File: src/rtl/clk_gate_ctrl_if.sv
// Request/enable bundle between clock requesters and the clk_gate sequencer.
// master drives requests and hold time; slave is the sequencer.
interface clk_gate_ctrl_if #(
  parameter int unsigned NUM_REQ = 4,
  parameter int unsigned HOLD_W  = 8
);
  logic [NUM_REQ-1:0] req_i;
  logic               force_i;
  logic [HOLD_W-1:0]  hold_i;
  logic               ena_o;
  logic               on_o;
  logic [NUM_REQ-1:0] ack_o;
  logic               busy_o;

  modport master (
    output req_i, force_i, hold_i,
    input  ena_o, on_o, ack_o, busy_o
  );

  modport slave (
    input  req_i, force_i, hold_i,
    output ena_o, on_o, ack_o, busy_o
  );
endinterface

File: src/rtl/clk_gate_ctrl.sv
// Clock-gate enable sequencer: opens on any request, waits WAKE_CYC before
// granting, and holds the gate open hold_i idle cycles after the last request.
module clk_gate_ctrl #(
  parameter int unsigned NUM_REQ  = 4,
  parameter int unsigned HOLD_W   = 8,
  parameter int unsigned WAKE_CYC = 2
) (
  input  logic               clk_i,
  input  logic               rst_an_i,
  clk_gate_ctrl_if.slave     gif
);

  typedef enum logic [1:0] {
    ST_OFF  = 2'd0,
    ST_WAKE = 2'd1,
    ST_ON   = 2'd2,
    ST_HOLD = 2'd3
  } state_t;

  localparam logic [3:0] WAKE_LD = (WAKE_CYC == 0) ? 4'd0 : 4'(WAKE_CYC - 1);

  state_t            state_q, state_d;
  logic [3:0]        wake_q, wake_d;
  logic [HOLD_W-1:0] hold_q, hold_d;
  logic              ena_q, on_q, busy_q;
  logic              any_req;

  assign any_req = (|gif.req_i) | gif.force_i;

  always_comb begin
    state_d = state_q;
    wake_d  = wake_q;
    hold_d  = hold_q;
    unique case (state_q)
      ST_OFF: begin
        if (any_req) begin
          if (WAKE_CYC == 0) begin
            state_d = ST_ON;
          end else begin
            state_d = ST_WAKE;
            wake_d  = WAKE_LD;
          end
        end
      end
      ST_WAKE: begin
        // Wake-up always runs to completion even if all requests vanish.
        if (wake_q == '0) state_d = ST_ON;
        else              wake_d  = wake_q - 4'd1;
      end
      ST_ON: begin
        if (!any_req) begin
          if (gif.hold_i == '0) begin
            state_d = ST_OFF;
          end else begin
            state_d = ST_HOLD;
            hold_d  = gif.hold_i - HOLD_W'(1);
          end
        end
      end
      ST_HOLD: begin
        if (any_req) begin
          state_d = ST_ON;
          hold_d  = '0;
        end else if (hold_q == '0) begin
          state_d = ST_OFF;
        end else begin
          hold_d = hold_q - HOLD_W'(1);
        end
      end
      default: state_d = ST_OFF;
    endcase
  end

  // Outputs get their own flops, fed from next state, so ena_o never glitches.
  always_ff @(posedge clk_i or negedge rst_an_i) begin
    if (!rst_an_i) begin
      state_q <= ST_OFF;
      wake_q  <= '0;
      hold_q  <= '0;
      ena_q   <= 1'b0;
      on_q    <= 1'b0;
      busy_q  <= 1'b0;
    end else begin
      state_q <= state_d;
      wake_q  <= wake_d;
      hold_q  <= hold_d;
      ena_q   <= (state_d != ST_OFF);
      on_q    <= (state_d == ST_ON) || (state_d == ST_HOLD);
      busy_q  <= (state_d != ST_OFF);
    end
  end

  assign gif.ena_o  = ena_q;
  assign gif.on_o   = on_q;
  assign gif.busy_o = busy_q;
  assign gif.ack_o  = gif.req_i & {NUM_REQ{on_q}};

endmodule

File: src/flat_wrapper.sv
// flat-port wrapper written by rule: the top's interface ports become plain ports
module clk_gate_ctrl_flat 
#(
  parameter int unsigned NUM_REQ  = 4,
  parameter int unsigned HOLD_W   = 8,
  parameter int unsigned WAKE_CYC = 2
)
  (clk_i, rst_an_i, gif_req_i, gif_force_i, gif_hold_i, gif_ena_o, gif_on_o, gif_ack_o, gif_busy_o);
  clk_gate_ctrl_if #(.NUM_REQ(NUM_REQ), .HOLD_W(HOLD_W)) gif_i ();
  input  logic clk_i;
  input  logic rst_an_i;
  input wire logic [$bits(gif_i.req_i)-1:0] gif_req_i;
  input wire logic [$bits(gif_i.force_i)-1:0] gif_force_i;
  input wire logic [$bits(gif_i.hold_i)-1:0] gif_hold_i;
  output wire logic [$bits(gif_i.ena_o)-1:0] gif_ena_o;
  output wire logic [$bits(gif_i.on_o)-1:0] gif_on_o;
  output wire logic [$bits(gif_i.ack_o)-1:0] gif_ack_o;
  output wire logic [$bits(gif_i.busy_o)-1:0] gif_busy_o;
  assign gif_i.req_i = gif_req_i;
  assign gif_i.force_i = gif_force_i;
  assign gif_i.hold_i = gif_hold_i;
  assign gif_ena_o = gif_i.ena_o;
  assign gif_on_o = gif_i.on_o;
  assign gif_ack_o = gif_i.ack_o;
  assign gif_busy_o = gif_i.busy_o;
  clk_gate_ctrl #(.NUM_REQ(NUM_REQ), .HOLD_W(HOLD_W), .WAKE_CYC(WAKE_CYC)) u_core (.clk_i(clk_i), .rst_an_i(rst_an_i), .gif(gif_i));
endmodule
File: config.mk
export PLATFORM = sky130hd
export DESIGN_NAME = clk_gate_ctrl_flat
export DESIGN_NICKNAME = d
export VERILOG_FILES = /design/src/rtl/clk_gate_ctrl_if.sv /design/src/rtl/clk_gate_ctrl.sv /design/src/flat_wrapper.sv
export SDC_FILE = /design/constraint.sdc
export NUM_CORES = 1
export LEC_CHECK = 0
export CORE_AREA = 2 2 46 64
export CTS_BUF_LIST = sky130_fd_sc_hd__clkbuf_16
export CTS_CLUSTER_SIZE = 12
export DETAILED_ROUTE_END_ITERATION = 10
export DIE_AREA = 0 0 48 66
export HOLD_SLACK_MARGIN = 0.03
export PLACE_DENSITY = 0.72
export SYNTH_ARGS = -nofsm -noshare
export SYNTH_HDL_FRONTEND = slang
export SYNTH_SLANG_ARGS = --single-unit
File: constraint.sdc
create_clock -name clk_i -period 1.9 [get_ports clk_i]
set_clock_uncertainty 0.05 [all_clocks]
set_input_delay 0.38 -clock clk_i [delete_from_list [all_inputs] [get_ports clk_i]]
set_output_delay 0.38 -clock clk_i [all_outputs]
set_load 0.01 [all_outputs]
==> results of run 1 <==
-- how the worst min path moves through the flow --
stage / endpoint
2_1_floorplan: u_core.gif.ena_o
3_3_place_gp: u_core.wake_q[1]
3_5_place_dp: u_core.hold_q[6]
4_1_cts: u_core.hold_q[1]
5_1_grt: u_core.hold_q[1]
6_report: u_core.hold_q[1]
-- layer usage --
metal / share of wire (%) / vias up / track usage (%)
li1: - / 573 / -
met1: 36 / 584 / 23.4
met2: 57 / 45 / 41.5
met3: 4.9 / 7 / 4.37
met4: 1.5 / 0 / 8.11
met5: 0 / - / 0
-- final cells by class --
class | count | area [µm²] | area share, %
clock buffers | 3 | 75.1 | 4.30
well taps | 36 | 45.0 | 2.58
flip-flops and latches | 16 | 400 | 23.0
repair buffers | 48 | 419 | 24.0
multi-input cells | 104 | 764 | 43.8
inverters | 8 | 40.0 | 2.30
-- cells by family after synthesis --
family                   synth area share, %
adder cells (fa/ha/maj)                 4.41
buffers and inverters                   5.29
multiplexers                            3.85
flip-flops                              35.2
AND/OR/NAND/NOR                         25.8
AO/OA/AOI/OAI                           20.0
XOR/XNOR                                5.40
-- placed cells by master, fill, tap and decap left out, drive strengths merged, types with 2 or more instances in the layout --
cell type	count
o21ai	12
nor3	9
nor2	15
nand2	9
nor4	3
o22ai	2
and2	7
xnor2	3
dlygate4sd2	9
nand3	2
a21oi	7
clkbuf	3
dfrtp	16
inv	8
o31ai	2
ha	4
a31oi	2
nor3b	2
dlymetal6s2s	2
buf	29
xor2	4
clkdlybuf4s50	8
a22o	3
or3	3
-- state kept, by name, summed over array words and instances (netlist names) --
signal            cells
u_core.state_q        2
u_core.gif.on_o       1
u_core.wake_q         4
u_core.hold_q         8
u_core.gif.ena_o      1
-- per-stage QoR --
stage | instance area, µm² | utilization [%] | TNS [ns] | total power [W] | hold slack, ns
after floorplan | 1160 | - | 0 | 0.000813 | 0.0344
after global placement | 1570 | 60.1 | -6.26 | 0.00104 | 0.440
after global routing | 1740 | 66.7 | -0.00336 | 0.00166 | 0.441
final | 1740 | 66.7 | 0 | 0.00156 | 0.409
after CTS | 1730 | 66.0 | 0 | 0.00151 | 0.415
after detailed placement | 1570 | 60.1 | -6.86 | 0.00107 | 0.459
-- repair_timing --
| action | in CTS | in global routing |
|---|---|---|
| setup endpoints to repair | 16 | 11 |
| pin swaps | 6 | 7 |
| resized for setup | 25 | 15 |
| hold buffers | 0 | 0 |
| buffers inserted | 4 | 2 |
| cloned | 1 | 0 |
-- power breakdown --
part           switching [W]  internal (W)  total [W]
logic               0.000298      0.000326   0.000624
registers           0.000104      0.000434   0.000538
clock network       0.000123      0.000276   0.000399
==> flow_summary.ini, run 1 <==
[run_status]
status = finished clean

[worst_setup_path]
worst_path_largest_cell_delay_ns = 0.41
required_ns = 1.98
endpoint_kind = flip-flop
reg2reg_depth = 5
rrSetupSlack_ns = 0.10
crit_chain = dlygate4sd2_1, or3b_4, o311a_4, a21oi_4, mux2_4
regToRegStartpoint = u_core.hold_q[6]
start_kind = primary input
worst-path-max-fanout = 3
path_depth = 5
path_class = primary input to flip-flop
slowest_stage = or3b_4
rr_endpoint = u_core.hold_q[7]
cp_top_family = compound AO/OA/AOI/OAI gates
crit_arrival_ns = 1.93
crit_buf_inv = 1
startpoint = gif_hold_i[3]
cp-endpoint = u_core.hold_q[7]

[clock_network]
cts_tree = done
htreeDepth = 1
cts_num_sinks = 16
cts-root-buf = clkbuf_16
cts_buffer_depth = 2
cts_buffers = 3
clkTransAtPathRegs_ns = 0.05
clock_latency_ns = 0.24

[routing]
route.detailed.drc = 0
postRouteWirelength_mm = 3.43
via_count = 1209
ant_nets = 0
routedWlPerCell_um = 15.9
via_per_inst = 5.62
drt_iter0_drc = 59
first_pass_iters = 4

[floorplan]
ios = 22
initial_core_util_pct = 43.4
die_h_um = 66
rows = 22
core_area_mm2 = 0.00262
die_x_um = 48
design.die.area_mm2 = 0.00317

[grt]
antenna_found_initial = 0
grt-ovfl-total = 0
grt_max_degree = 17
grt_util_all_layers_pct = 22.5
first_global_vias = 1246
grt_pass1_wl_mm = 5.17

[sta]
tightest_slew_ns = 0.343
slew_headroom_pct = 76.9
finalCriticalPeriod_ns = 1.85
setup_ws_ns = 0.0470
slew_viol_final = 0
finalSetupViolCount = 0
finalCritPeriodShare_pct = 97.5
timing.fmax_mhz = 540
final_hold_viol_count = 0

[synth]
synth_ff_type = dfrtp_1
synth_fp_nets = 152
synth_seq_area_share_pct = 35.2
synth_edf_count = 0
synth.area.top_cells = dfrtp_1 (35%), o21ai_0 (4.8%), nor2_1 (4.6%), ha_1 (4.4%), nor3_1 (4.0%)
synth_top_area_share_pct = 35.2
yosysWarnings = 0
postSynth.asyncResetShare_pct = 100
yosys.area.top_type = dfrtp_1
avgSynthCellArea_um2 = 8.54
yosys-top-cells-count = dfrtp_1 (16), nor2_1 (14), o21ai_0 (11)
ys_ff_latch = 16
synthMostInstantiatedCell = dfrtp_1
ys_types = 41
synth_area_mm2 = 0.00114
syn_inst = 133

[final_layout]
insertedDiodeCount = 0
area_delta_synth_final_pct = 53.5
fin_cells = 215
fillCellCount = 201
nets = 200
final_layout_size_suffix_gt1_share_pct = 29.6

[pwr]
p_leak_nw = 0.781
power.density_mw_per_mm2 = 895
ir_worst_vdd_v = 0.000611

[placed_design]
place.detailed.hpwl_mm = 2.29
gp_congestion = 0.820
dp_slack_ns = -0.613
placed_cells = 208
port_buffers = 21

[min_path]
hold_class = primary input to async pin

[flow_run]
cap_violations = 0
No activity file was read; power rests on OpenSTA's default activity.
==> inputs of run 2 (changes only) <==
--- a/config.mk
+++ b/config.mk
@@ -5,13 +5,14 @@
 export SDC_FILE = /design/constraint.sdc
 export NUM_CORES = 1
 export LEC_CHECK = 0
-export CORE_AREA = 2 2 46 64
+export CORE_AREA = 5 5 49 67
 export CTS_BUF_LIST = sky130_fd_sc_hd__clkbuf_16
 export CTS_CLUSTER_SIZE = 12
 export DETAILED_ROUTE_END_ITERATION = 10
-export DIE_AREA = 0 0 48 66
+export DIE_AREA = 0 0 54 72
 export HOLD_SLACK_MARGIN = 0.03
 export PLACE_DENSITY = 0.72
 export SYNTH_ARGS = -nofsm -noshare
 export SYNTH_HDL_FRONTEND = slang
 export SYNTH_SLANG_ARGS = --single-unit
+export TNS_END_PERCENT = 5
==> run 2 against run 1 <==
  * Combinational power fell by 9.9%
  * Flip-flop and latch count did not move
  * Design area fell by 4.5%
  * Die area rose by 23%
  * Global-route usage fell by 5.9 points
  * Fmax fell by 0.38%
  * Via count fell by 4.6%
  * Sequential power fell by 5.8%
  * Non-clock buffer count fell by 3
  * Core utilization fell by 3.0 points
  * Largest power group unchanged
  * Highest routed layer unchanged
==> flow_summary.ini, run 2 (synthesized netlist as in run 1, its figures left out) <==
[grt]
grt_util_all_layers_pct = 16.7
antenna_found_initial = 0
grt-ovfl-total = 0
grt_max_degree = 17
grt_pass1_wl_mm = 4.81
first_global_vias = 1130

[sta]
finalSetupViolCount = 0
finalCriticalPeriod_ns = 1.86
setup_ws_ns = 0.0399
holdWs_ns = 0.408
rsz0062_at_grt = yes
tightest_slew_ns = 0.364
timing.fmax_mhz = 538
finalCritPeriodShare_pct = 97.9
slew_viol_final = 0
final_hold_viol_count = 0
slew_headroom_pct = 75.7

[worst_setup_path]
crit_arrival_ns = 1.94
required_ns = 1.98
path_class = primary input to flip-flop
slowest_stage = or3b_4
crit_buf_inv = 2
crit_chain = clkbuf_2, inv_8, ha_4, or3b_4, o311a_4, a21oi_4, mux2_4
worst_path_largest_cell_delay_ns = 0.39
endpoint_kind = flip-flop
start_kind = primary input
worst-path-max-fanout = 5
cp_top_family = compound AO/OA/AOI/OAI gates

[final_layout]
nets = 197
top_register = u_core.hold_q
area_delta_synth_final_pct = 46.6
largest_reg_flops = 8
utilization_pct = 63.7
fin_cells = 212
final_layout_size_suffix_gt1_share_pct = 23.9
final_cell_mix = buf_4 (23), dfrtp_1 (16), nor2_1 (14)
insertedDiodeCount = 0
reg_top3 = u_core.hold_q: 8 flops, u_core.wake_q: 4 flops, u_core.state_q: 2 flops
layout_commonest_cell = buf_4

[clock_network]
htreeDepth = 1
cts_num_sinks = 16
cts_buffer_depth = 2
cts_buffers = 3
clock_latency_ns = 0.25
cts-root-buf = clkbuf_16
clkTransAtPathRegs_ns = 0.05
hold_buffers = 0
cts_tree = done

[routing]
first_pass_iters = 5
routedWlPerCell_um = 14.5
postRouteWirelength_mm = 3.08
route.detailed.drc = 0
drt_iter0_drc = 45
via_count = 1153
ant_nets = 0
via_per_inst = 5.44

[floorplan]
initial_core_util_pct = 43.4
rows = 22
die_h_um = 72
core_area_mm2 = 0.00262
die_x_um = 54
ios = 22
design.die.area_mm2 = 0.00389

[placed_design]
place.detailed.hpwl_mm = 2.25
gp_congestion = 0.816
port_buffers = 21
dp_slack_ns = -0.657
placed_cells = 208

[flow_run]
cap_violations = 0

[pwr]
total_power_w = 0.00147
power.density_mw_per_mm2 = 884
p_leak_nw = 0.759
ir_worst_vdd_v = 0.000968

[min_path]
hold_class = primary input to async pin

[run_status]
status = finished clean
[run 2: repair_timing]
| action | 4_1_cts | 5_1_grt |
|---|---|---|
| setup endpoints to repair | 16 | 12 |
| buffers inserted | 0 | 0 |
| gates resized for setup | 13 | 9 |
| pin swaps | 0 | 2 |
| gates cloned | 1 | 0 |
[run 2: routing by layer]
layer	part of all wire [%]	wire length, µm	vias to the layer above	GRT usage [%]
li1	-	-	570	-
met1	38	1180	531	17.9
met2	52	1600	48	30.5
met3	7.9	242	4	3.29
met4	1.5	47	0	6.65
met5	0	0	-	0
[run 2: path summary, 6_finish.rpt]
| kind | startpoint | end | slack (ns) | depth (start not counted) |
|---|---|---|---|---|
| worst max register to register | u_core.hold_q[0] | u_core.hold_q[7] | 0.09 | 6 |
| max in group asynchronous | rst_an_i | u_core.state_q[1] | 1.20 | 2 |
| worst min-delay path | rst_an_i | u_core.state_q[0] | 0.41 | 2 |
| min in group clk_i | u_core.hold_q[6] | u_core.hold_q[6] | 0.47 | 2 |
| worst max-delay path | gif_hold_i[1] | u_core.hold_q[7] | 0.04 | 7 |
| worst min register to register | u_core.hold_q[6] | u_core.hold_q[6] | 0.47 | 2 |
[run 2: where the power goes]
| group | switching, W | internal, W | total [W] | leakage [nW] |
|---|---|---|---|---|
| Sequential | 0.0000724 | 0.000434 | 0.000507 | 0.187 |
| Clock | 0.000128 | 0.000276 | 0.000404 | 0.0370 |
| Combinational | 0.000275 | 0.000287 | 0.000562 | 0.534 |
[run 2: layout make-up]
type	count	area, µm²
Tap cell	36	45.0
Inverter	8	40.0
Fill cell	220	950
Clock buffer	3	75.1
Timing Repair Buffer	45	388
Sequential cell	16	400
Multi-Input combinational cell	104	717
[run 2: per-stage QoR]
stage | instance area (µm²) | TNS (ns)
floorplan | 1160 | 0
global placement | 1560 | -6.43
detailed placement | 1560 | -7.16
CTS | 1660 | -0.780
global route | 1670 | -0.0389
finish | 1670 | 0
